$ cat config.mk
export PLATFORM = sky130hd
export DESIGN_NAME = updown_time_datapath
export DESIGN_NICKNAME = d
export VERILOG_FILES = /design/src/rtl/updown_time_datapath.sv
export SDC_FILE = /design/constraint.sdc
export NUM_CORES = 1
export LEC_CHECK = 0
export BUFFER_PORTS_ARGS = -buffer_cell sky130_fd_sc_hd__buf_2
export CORE_MARGIN = 2
export CORE_UTILIZATION = 45
export DETAILED_ROUTE_END_ITERATION = 10
export PLACE_DENSITY = 0.7
export REMOVE_ABC_BUFFERS = 1
export SLEW_MARGIN = 15
export SYNTH_ARGS = -nofsm -noshare
export SYNTH_HDL_FRONTEND = slang
export SYNTH_SLANG_ARGS = --single-unit
$ cat constraint.sdc
create_clock -name clk -period 7.3 [get_ports clk]
set_clock_uncertainty 0.2 [all_clocks]
set_input_delay 1.095 -clock clk [delete_from_list [all_inputs] [get_ports clk]]
set_output_delay 1.095 -clock clk [all_outputs]
set_load 0.05 [all_outputs]
$ cat src/rtl/updown_time_datapath.sv
// Cascaded msec/sec/min/hour counter with run FSM: counts up as a stopwatch or down as a
// countdown timer with expiry, supports per-field editing while stopped and lap capture.
module updown_time_datapath #(
  parameter int FCOUNT   = 1_000_000,
  parameter int HOUR_MOD = 24
) (
  input  logic       clk,
  input  logic       reset_n,
  input  logic       run_stop,
  input  logic       clear,
  input  logic       mode,
  input  logic [1:0] edit_sel,
  input  logic       edit_inc,
  input  logic       edit_dec,
  input  logic       lap,
  output logic [6:0] msec,
  output logic [5:0] sec,
  output logic [5:0] min,
  output logic [4:0] hour,
  output logic [6:0] lap_msec,
  output logic [5:0] lap_sec,
  output logic [5:0] lap_min,
  output logic [4:0] lap_hour,
  output logic       lap_valid,
  output logic       running,
  output logic       expired,
  output logic       done
);

  localparam int PW = (FCOUNT > 1) ? $clog2(FCOUNT) : 1;
  localparam logic [PW-1:0] PRE_LAST  = PW'(FCOUNT - 1);
  localparam logic [6:0]    HOUR_LAST = 7'(HOUR_MOD - 1);

  typedef enum logic [1:0] {S_STOP, S_RUN, S_DONE} state_t;

  state_t        state_q, state_d;
  logic [PW-1:0] presc_q, presc_d;
  logic          dir_q, dir_d;
  logic [6:0]    msec_q, msec_d, lap_msec_q, lap_msec_d;
  logic [5:0]    sec_q, sec_d, lap_sec_q, lap_sec_d;
  logic [5:0]    min_q, min_d, lap_min_q, lap_min_d;
  logic [4:0]    hour_q, hour_d, lap_hour_q, lap_hour_d;
  logic          lap_valid_q, lap_valid_d;
  logic          done_q, done_d;
  logic          tick, time_nz, last_hundredth;

  function automatic logic [6:0] inc_wrap(input logic [6:0] v, input logic [6:0] last);
    return (v == last) ? 7'd0 : v + 7'd1;
  endfunction

  function automatic logic [6:0] dec_wrap(input logic [6:0] v, input logic [6:0] last);
    return (v == 7'd0) ? last : v - 7'd1;
  endfunction

  assign tick           = (state_q == S_RUN) && (presc_q == PRE_LAST);
  assign time_nz        = |{hour_q, min_q, sec_q, msec_q};
  assign last_hundredth = ({hour_q, min_q, sec_q} == '0) && (msec_q == 7'd1);

  always_comb begin
    state_d     = state_q;
    presc_d     = presc_q;
    dir_d       = dir_q;
    msec_d      = msec_q;
    sec_d       = sec_q;
    min_d       = min_q;
    hour_d      = hour_q;
    lap_msec_d  = lap_msec_q;
    lap_sec_d   = lap_sec_q;
    lap_min_d   = lap_min_q;
    lap_hour_d  = lap_hour_q;
    lap_valid_d = lap_valid_q;
    done_d      = 1'b0;

    if (clear) begin
      state_d     = S_STOP;
      presc_d     = '0;
      msec_d      = '0;
      sec_d       = '0;
      min_d       = '0;
      hour_d      = '0;
      lap_msec_d  = '0;
      lap_sec_d   = '0;
      lap_min_d   = '0;
      lap_hour_d  = '0;
      lap_valid_d = 1'b0;
    end else begin
      // Lap samples the registered time, so a coincident tick is not yet visible.
      if (lap) begin
        lap_msec_d  = msec_q;
        lap_sec_d   = sec_q;
        lap_min_d   = min_q;
        lap_hour_d  = hour_q;
        lap_valid_d = 1'b1;
      end
      case (state_q)
        S_STOP: begin
          if (run_stop && (!mode || time_nz)) begin
            state_d = S_RUN;
            dir_d   = mode;
          end else if (edit_inc ^ edit_dec) begin
            case (edit_sel)
              2'd0: msec_d = edit_inc ? inc_wrap(msec_q, 7'd99) : dec_wrap(msec_q, 7'd99);
              2'd1: sec_d  = 6'(edit_inc ? inc_wrap({1'b0, sec_q}, 7'd59)
                                         : dec_wrap({1'b0, sec_q}, 7'd59));
              2'd2: min_d  = 6'(edit_inc ? inc_wrap({1'b0, min_q}, 7'd59)
                                         : dec_wrap({1'b0, min_q}, 7'd59));
              default: hour_d = 5'(edit_inc ? inc_wrap({2'b0, hour_q}, HOUR_LAST)
                                            : dec_wrap({2'b0, hour_q}, HOUR_LAST));
            endcase
          end
        end
        S_RUN: begin
          presc_d = tick ? '0 : presc_q + PW'(1);
          // Whole carry/borrow chain resolves combinationally within the tick cycle.
          if (tick && !dir_q) begin
            msec_d = inc_wrap(msec_q, 7'd99);
            if (msec_q == 7'd99) begin
              sec_d = 6'(inc_wrap({1'b0, sec_q}, 7'd59));
              if (sec_q == 6'd59) begin
                min_d = 6'(inc_wrap({1'b0, min_q}, 7'd59));
                if (min_q == 6'd59) hour_d = 5'(inc_wrap({2'b0, hour_q}, HOUR_LAST));
              end
            end
          end else if (tick && dir_q) begin
            msec_d = dec_wrap(msec_q, 7'd99);
            if (msec_q == 7'd0) begin
              sec_d = 6'(dec_wrap({1'b0, sec_q}, 7'd59));
              if (sec_q == 6'd0) begin
                min_d = 6'(dec_wrap({1'b0, min_q}, 7'd59));
                if (min_q == 6'd0) hour_d = 5'(dec_wrap({2'b0, hour_q}, HOUR_LAST));
              end
            end
          end
          if (!run_stop) begin
            state_d = S_STOP;
          end else if (tick && dir_q && last_hundredth) begin
            state_d = S_DONE;
            done_d  = 1'b1;
          end
        end
        S_DONE: if (!run_stop) state_d = S_STOP;
        default: state_d = S_STOP;
      endcase
    end
  end

  always_ff @(posedge clk or negedge reset_n) begin
    if (!reset_n) begin
      state_q     <= S_STOP;
      presc_q     <= '0;
      dir_q       <= 1'b0;
      msec_q      <= '0;
      sec_q       <= '0;
      min_q       <= '0;
      hour_q      <= '0;
      lap_msec_q  <= '0;
      lap_sec_q   <= '0;
      lap_min_q   <= '0;
      lap_hour_q  <= '0;
      lap_valid_q <= 1'b0;
      done_q      <= 1'b0;
    end else begin
      state_q     <= state_d;
      presc_q     <= presc_d;
      dir_q       <= dir_d;
      msec_q      <= msec_d;
      sec_q       <= sec_d;
      min_q       <= min_d;
      hour_q      <= hour_d;
      lap_msec_q  <= lap_msec_d;
      lap_sec_q   <= lap_sec_d;
      lap_min_q   <= lap_min_d;
      lap_hour_q  <= lap_hour_d;
      lap_valid_q <= lap_valid_d;
      done_q      <= done_d;
    end
  end

  assign msec      = msec_q;
  assign sec       = sec_q;
  assign min       = min_q;
  assign hour      = hour_q;
  assign lap_msec  = lap_msec_q;
  assign lap_sec   = lap_sec_q;
  assign lap_min   = lap_min_q;
  assign lap_hour  = lap_hour_q;
  assign lap_valid = lap_valid_q;
  assign running   = (state_q == S_RUN);
  assign expired   = (state_q == S_DONE);
  assign done      = done_q;

endmodule

# Yosys cells after proc, flatten, opt, wreduce, memory -nomap -nowiden
# Index checks and enable logic that the tools add are counted.
dict set report word_totals {
  register_bits 73
  input_bits 10
  out_inout_bits 52
  word_cells 152
}
dict set report classes {
  addsub 9
  n_eq_ne 26
  muxes 75
  bitwise 2
  n_reduce_logical 27
}
# cell count
set ops {}
lappend ops {{6-bit two-way mux} 28}
lappend ops {{5-bit two-way mux} 17}
lappend ops {{7-bit two-way mux} 11}
lappend ops {{20-bit two-way mux} 3}
lappend ops {{6-bit one-hot mux with 2 select lines} 2}
lappend ops {{24-bit OR reduction} 1}
lappend ops {{20-bit by 1-bit adder with 20-bit output (second input constant)} 1}
lappend ops {{20-bit equality test (second input constant)} 1}
lappend ops {{17-bit logical NOT} 1}
lappend ops {{4-bit by 2-bit inequality test with 1-bit output (second input constant)} 4}
lappend ops {{3-bit inequality test (second input constant)} 5}
lappend ops {{7-bit one-hot mux with 2 select lines} 1}
lappend ops {{6-bit by 1-bit adder with 6-bit output (second input constant)} 2}
lappend ops {{6-bit equality test (second input constant)} 2}
lappend ops {{6-bit logical NOT} 2}
lappend ops {{4-bit inequality test (second input constant)} 3}
lappend ops {{6-bit by 1-bit subtractor with 6-bit output (second input constant)} 2}
lappend ops {{11-bit AND reduction} 1}
lappend ops {{2-bit two-way mux} 5}
lappend ops {{5-bit one-hot mux with 2 select lines} 1}
lappend ops {{3-bit by 2-bit inequality test with 1-bit output (second input constant)} 3}
lappend ops {{9-bit AND reduction} 1}
lappend ops {{7-bit by 1-bit adder with 7-bit output (second input constant)} 1}
lappend ops {{7-bit by 1-bit equality test with 1-bit output (second input constant)} 1}
lappend ops {{other kinds (24)} 40}

# Depth between registers and ports, before layout
# Gate-level depths: netlist of the first run.
dict set report logic_depth {
  ltp_word 9
  ltp_mapped 10
  depth_no_buf 9
}

# Worst setup path before layout of the first run
# No wires, ideal clock.
dict set report synth_path {
  path_kind {reg2reg}
  start {reg msec_q[3], in the netlist msec[3]}
  end {reg hour_q[4], in the netlist hour[4]}
  setup_ns 0.126
  t_arrival_ns 3.039
  required_ns 6.974
  slack_ns 3.935
  path_stages_with_launch 9
  n_path_buf 2
  period_less_slack_ns 3.365
  cell_sequence {dfrtp_1 > buf_2 > nor4_2 > nand2_1 > o41ai_1 > nor2_1 > or4_1 > buf_6 > a221o_1}
}
dict set report synth_between {
  elab_chain_len 5
  elab_cells_between_ends 9
  cone_classes {4 x eq/ne; 5 x reduce/logical}
}
# element line_no
set synth_rtl {}
lappend synth_rtl {{start, declared} 39} ;# logic [6:0] msec_q, msec_d, lap_msec_q, lap_msec_d;
lappend synth_rtl {{start signal, assigned} 166} ;# msec_q <= msec_d;
lappend synth_rtl {{24-bit OR reduction} 56} ;# assign time_nz = |{hour_q, min_q, sec_q, msec_q};
lappend synth_rtl {{1-bit logical OR} 97} ;# if (run_stop && (!mode || time_nz)) begin
lappend synth_rtl {{1-bit logical AND} 97}
lappend synth_rtl {{3-bit inequality test (no line)} -}
lappend synth_rtl {{11-bit AND reduction (no line) *} -}
lappend synth_rtl {{end signal, assigned} 169} ;# hour_q <= hour_d;
lappend synth_rtl {{end, declared} 42} ;# logic [4:0] hour_q, hour_d, lap_hour_q, lap_hour_d;
# Every way passes the cells marked *; elsewhere a longest branch is shown, timed or not.
# A chain may end at the register's enable or synchronous reset.

# Worst setup path in the final report of the first run
# Same ends and word-level chain as after synthesis.

==> qor.yml, run 1 <==
outcome: "complete, no violations"
critical_path.max_stage_delay_ns: 0.74
rr_startpoint: "msec[3]"
dr.pass1.iters: 5
grt_usage: 0.2030
syn_to_final_growth_pct: 11.91
placed_cells: 692
fin_crit_ns: 3.495
grt_pass1_wl_um: 18340
vias: 4110
cts_root_buffer: "clkbuf_8"
grt_pass1_vias: 3794
postRouteAntennaNets: 0
worstPathCellList: "nor4_2 -> nand2_1 -> o41ai_1 -> nor2_1 -> or4_1 -> a221o_1"
grt_overflow: 0
synth_area_per_cell_um2: 8.585
numCtsBuffers: 9
final_util: 0.5170
diodes: 0
crit_family: "simple AND/OR/NAND/NOR gates"
synth_seq_cells: 73
cp-start-kind: "flip-flop"
criticalPathCategory: "reg -> reg"
layout.cells.non_filler: 708
maxCapViolations: 0
cts_tree: "done"
hold_class: "reg -> reg"
critPathSlowestCell: "or4_1"
via_per_inst: 5.805
leakagePower_uw: 0.002318
die_h_um: 104.2
synth_ff_type: "dfrtp_1"
pin_count: 62
tightest_slew_ns: 0.8777
gp_congestion: 0.9117
nNetsFinal: 594
synth_edf_count: 0
port_buffers: 61
setup_viol: 0
max-clock-path-buffers: 2
postCtsSetupBuffers: 0
synth_cells: 526
p_per_area_mw_per_mm2: 349.3
core_area_mm2: 0.009774
irDropWorstVdd_uv: 147.2
required_ns: 7.34
die_area_mm2: 0.01085
yosys_warnings: 0
crit_end: "hour[4]"
r2r_slack_ns: 3.80
ctsResizeCount: 0
wl_per_cell_um: 15.18
rr_worst_depth: 6
worstSkewPairLatency_ns: 0.35
cts_sinks: 73
drive_gt1_frac: 0.1635
synthTopCellsByCount: "dfrtp_1, nor2_1, nand2_1"
yosysMostFrequentCell: "dfrtp_1"
htreeDepth: 3
arrival_ns: 3.54
cp.buffers_inverters: 0
fmax_mhz: 286.1
crit_cells: 6
die_w_um: 104.2
synth_area_leader_cell: "dfrtp_1"
rsz0062_at_grt: "false"
finalMaxSlewViolations: 0
netlist.area_leader.share: 0.4045
dp_hpwl_um: 7336
yosysSeqAreaShare: 0.4045
r2r_end: "hour[4]"
period_share: 0.4788
grt_max_degree: 57
syn_area_mm2: 0.004516
crit_path_end_kind: "flip-flop"
crit_start: "msec[3]"
crit_fanout: 11
initial_core_util: 0.4620
pre_cts_ws_ns: 3.555
final.setup.tns_ns: 0
hold_viol_final: 0
drt-total-wl_um: 10750
antenna_found_initial: 0
synth.area.top_cells: "dfrtp_1, mux2i_1, nor2_1"
ys_async_sr_fraction: 1.000
remaining_drc_errors: 0
num_rows: 36
cts_hold_buf: 0
setup_slack_ns: 3.805
synth_cell_types: 62
drt_iter0_markers: 212
max-slew-margin-rel: 0.4123
clk_pin_slew_ns: 0.08
metrics by stage:
stage	hold WS (ns)	power (uW)	area, um^2
2_1_floorplan	0.2539	1281	4385
3_3_place_gp	0.2767	1490	4895
3_5_place_dp	0.2898	1502	4895
4_1_cts	0.3007	1777	5051
5_1_grt	0.3452	1892	5054
6_report	0.2933	1765	5054
cell usage in the layout (no fill, tap or decap), types with 5 or more instances in the layout:
cell type,n
a21oi_1,22
a22o_1,5
a31oi_1,9
and3_1,8
buf_2,61
clkbuf_8,9
dfrtp_1,73
ha_1,14
inv_1,14
mux2i_1,25
nand2_1,58
nand2b_1,5
nand3_1,26
nand4_1,7
nor2_1,63
nor3_1,16
o21ai_0,46
o31ai_1,13
or3_1,5
xnor2_1,7
xor2_1,5
flip-flops by register name, indices dropped and copies added, names as in the netlist:
register / cells
dir_q: 1
done: 1
hour: 5
lap_hour: 5
lap_min: 6
lap_msec: 7
lap_sec: 6
lap_valid: 1
min: 6
msec: 7
presc_q: 20
sec: 6
state_q: 2
worst min path at each step:
stage / start / endpoint / slack (ns) / cells after the start
global placement: presc_q[19] / presc_q[19] / 0.28 / 1
finish: presc_q[19] / presc_q[19] / 0.29 / 1
global route: lap_hour[2] / lap_hour[2] / 0.35 / 2
CTS: presc_q[17] / presc_q[17] / 0.30 / 1
detailed placement: presc_q[17] / presc_q[17] / 0.29 / 1
floorplan: presc_q[19] / presc_q[19] / 0.25 / 1
cell families after synthesis:
group / Yosys count / share of synthesized area
AO/OA/AOI/OAI: 134 / 0.1959
XOR/XNOR: 12 / 0.02327
flip-flops: 73 / 0.4045
buffers and inverters: 46 / 0.04045
AND/OR/NAND/NOR: 220 / 0.2366
multiplexers: 27 / 0.06040
adder cells (fa/ha/maj): 14 / 0.03879
metal layers:
layer  part of all wire  global-route usage  wire (um)
met1               0.46              0.2699       4920
met2               0.48              0.3304       5140
met3              0.055             0.04261        594
met4             0.0085             0.06853         91
met5                  0                   0          0
final cells by class:
cell class	instances	area, um^2
clock buffers	13	138.9
clock inverters	3	17.52
fillers	930	4721
inverters	14	52.55
multi-input cells	407	2516
flip-flops and latches	73	1827
well taps	133	166.4
repair buffers	65	335.3
report_power, final:
group	switching, uW	total [uW]	internal, uW	leakage, uW
clock network	143	266	123	0.0000774
logic	595	867	272	0.00126
registers	150	632	482	0.000981
total	888	1770	877	0.00232
Note: power is estimated with default switching activity, not from simulation.
==> run 2: changes to the inputs <==
==> constraint.sdc (replaced) <==
create_clock -name clk -period 3.6 [get_ports clk]
set_clock_uncertainty 0.2 [all_clocks]
set_input_delay 0.54 -clock clk [delete_from_list [all_inputs] [get_ports clk]]
set_output_delay 0.54 -clock clk [all_outputs]
set_load 0.05 [all_outputs]
==> run 2 against run 1 <==
Sequential power rose by 100%; via count rose by 2.2%; global-route usage rose by 0.66 points; maximum frequency rose by 4.1%; critical endpoint unchanged; largest cell class unchanged.
==> qor.yml, run 2 (synthesis gave the netlist of run 1 again) <==
outcome: "complete, no violations"
fillers: 906
dr.pass1.iters: 4
setup_slack_ns: 0.2429
final_util: 0.5293
power_uw: 3740
cts_sinks: 73
rr_worst_depth: 6
postRouteAntennaNets: 0
numCtsBuffers: 9
die_area_mm2: 0.01085
final_cell_mix: "dfrtp_1, nor2_1, buf_2, nand2_1, o21ai_0"
vias: 4199
setup_viol: 0
die_w_um: 104.2
grt.met1_usage: 0.2787
hold_class: "in -> async"
worstPathCellList: "or4b_1 -> or4_4 -> o31ai_4 -> o31ai_1 -> or4_4 -> a221o_1"
crit_cells: 6
gp_congestion: 0.8739
fmax_mhz: 297.9
criticalPathCategory: "reg -> reg"
combPwrFrac: 0.487
remaining_drc_errors: 0
power.internal_uw: 1909
required_ns: 3.64
max-clock-path-buffers: 2
arrival_ns: 3.39
final.setup.tns_ns: 0
leakagePower_uw: 0.002386
rsz0062_at_grt: "false"
crit_start: "presc_q[8]"
grt_usage: 0.2096
cp_common_cell: "or4_4"
wl_per_cell_um: 15.59
postCtsSetupBuffers: 0
antenna_found_initial: 0
max-slew-margin-rel: 0.4243
critPathSlowestCell: "or4_4"
crit_path_end_kind: "flip-flop"
sw_frac_of_total: 0.4896
hold_viol_final: 0
irDropWorstVdd_uv: 294.9
via_per_inst: 5.881
grt_pass1_vias: 3922
critical_path.max_stage_delay_ns: 0.64
ctsResizeCount: 0
pin_count: 62
syn_to_final_growth_pct: 14.57
final_common_cell: "dfrtp_1"
grt_most_used_layer: "met2"
p_sw_uw: 1831
rr_startpoint: "presc_q[8]"
cp-start-kind: "flip-flop"
p_per_area_mw_per_mm2: 722.9
pre_cts_ws_ns: 0.1165
grt_overflow: 0
cts_tree: "done"
clk_pin_slew_ns: 0.08
fin_crit_ns: 3.357
largest_reg_flops: 20
cts_root_buffer: "clkbuf_8"
htreeDepth: 3
drive_gt1_frac: 0.1790
dp_hpwl_um: 7689
maxCapViolations: 0
worstSkewPairLatency_ns: 0.35
grt_max_degree: 51
grt_pass1_wl_um: 18820
die_h_um: 104.2
period_share: 0.9325
power_frac_clock: 0.174
cts_hold_buf: 0
drt-total-wl_um: 11130
finalMaxSlewViolations: 0
initial_core_util: 0.4620
port_buffers: 61
num_rows: 36
use_met2: 0.3426
drt_iter0_markers: 308
core_area_mm2: 0.009774
crit_fanout: 10
power_frac_seq: 0.339
crit_family: "simple AND/OR/NAND/NOR gates"
grt_use_met3: 0.04073
tightest_slew_ns: 0.8597
cp.buffers_inverters: 0
diodes: 0
largest_register: "presc_q"
nNetsFinal: 601
run 2: cell count changes in the layout (fill, tap and decap cells not counted):
cell	previous run	this run
buf_12	0	2
clkbuf_1	4	1
clkbuf_8	9	11
or4_1	4	3
buf_4	4	9
clkinvlp_4	1	0
bufinv_16	0	1
or4_4	1	2
run 2: layout make-up:
cell class | instances | area (um^2) | area share
clock inverter | 3 | 40.04 | 0.007739
multi-input combinational | 407 | 2520 | 0.4871
clock buffer | 12 | 155.1 | 0.02999
inverter | 14 | 52.55 | 0.01016
sequential | 73 | 1827 | 0.3531
tap | 133 | 166.4 | 0.03216
timing repair buffer | 72 | 412.9 | 0.07981
run 2: power by group through the flow:
stage / sequential (uW) / combinational (uW) / clock (uW)
floorplan: 1770 / 824 / 0
global placement: 1270 / 1780 / 0
detailed placement: 1280 / 1810 / 0
CTS: 1270 / 1810 / 668
global route: 1310 / 1970 / 708
finish: 1270 / 1820 / 651
run 2: final timing paths:
| path | end | slack, ns |
|---|---|---|
| max | hour[4] | 0.24 |
| min | lap_sec[1] | 0.08 |
| max reg2reg | hour[4] | 0.24 |
| min reg2reg | presc_q[19] | 0.29 |
| max in group asynchronous | lap_min[5] | 2.43 |
| min in group clk | presc_q[6] | 0.27 |
run 2: metal layers:
metal,wire (um),up-vias
met5,0,-
met4,136,0
met3,578,14
met2,5301,134
met1,5115,2045
li1,-,2006
run 2: worst reg2reg max path, delay by kind of cell, from the launching register on:
kind | cells | cell delay (ns)
simple gates | 3 | 1.80
flops | 1 | 0.44
compound gates | 3 | 0.81
run 2: per-stage QoR:
| step | hold WS [ns] | cells | area, um^2 |
|---|---|---|---|
| floorplan | 0.04441 | 494 | 4385 |
| global placement | 0.2712 | 699 | 4972 |
| detailed placement | 0.2822 | 699 | 4972 |
| CTS | 0.1040 | 714 | 5167 |
| global route | 0.1372 | 714 | 5174 |
| finish | 0.07980 | 714 | 5174 |
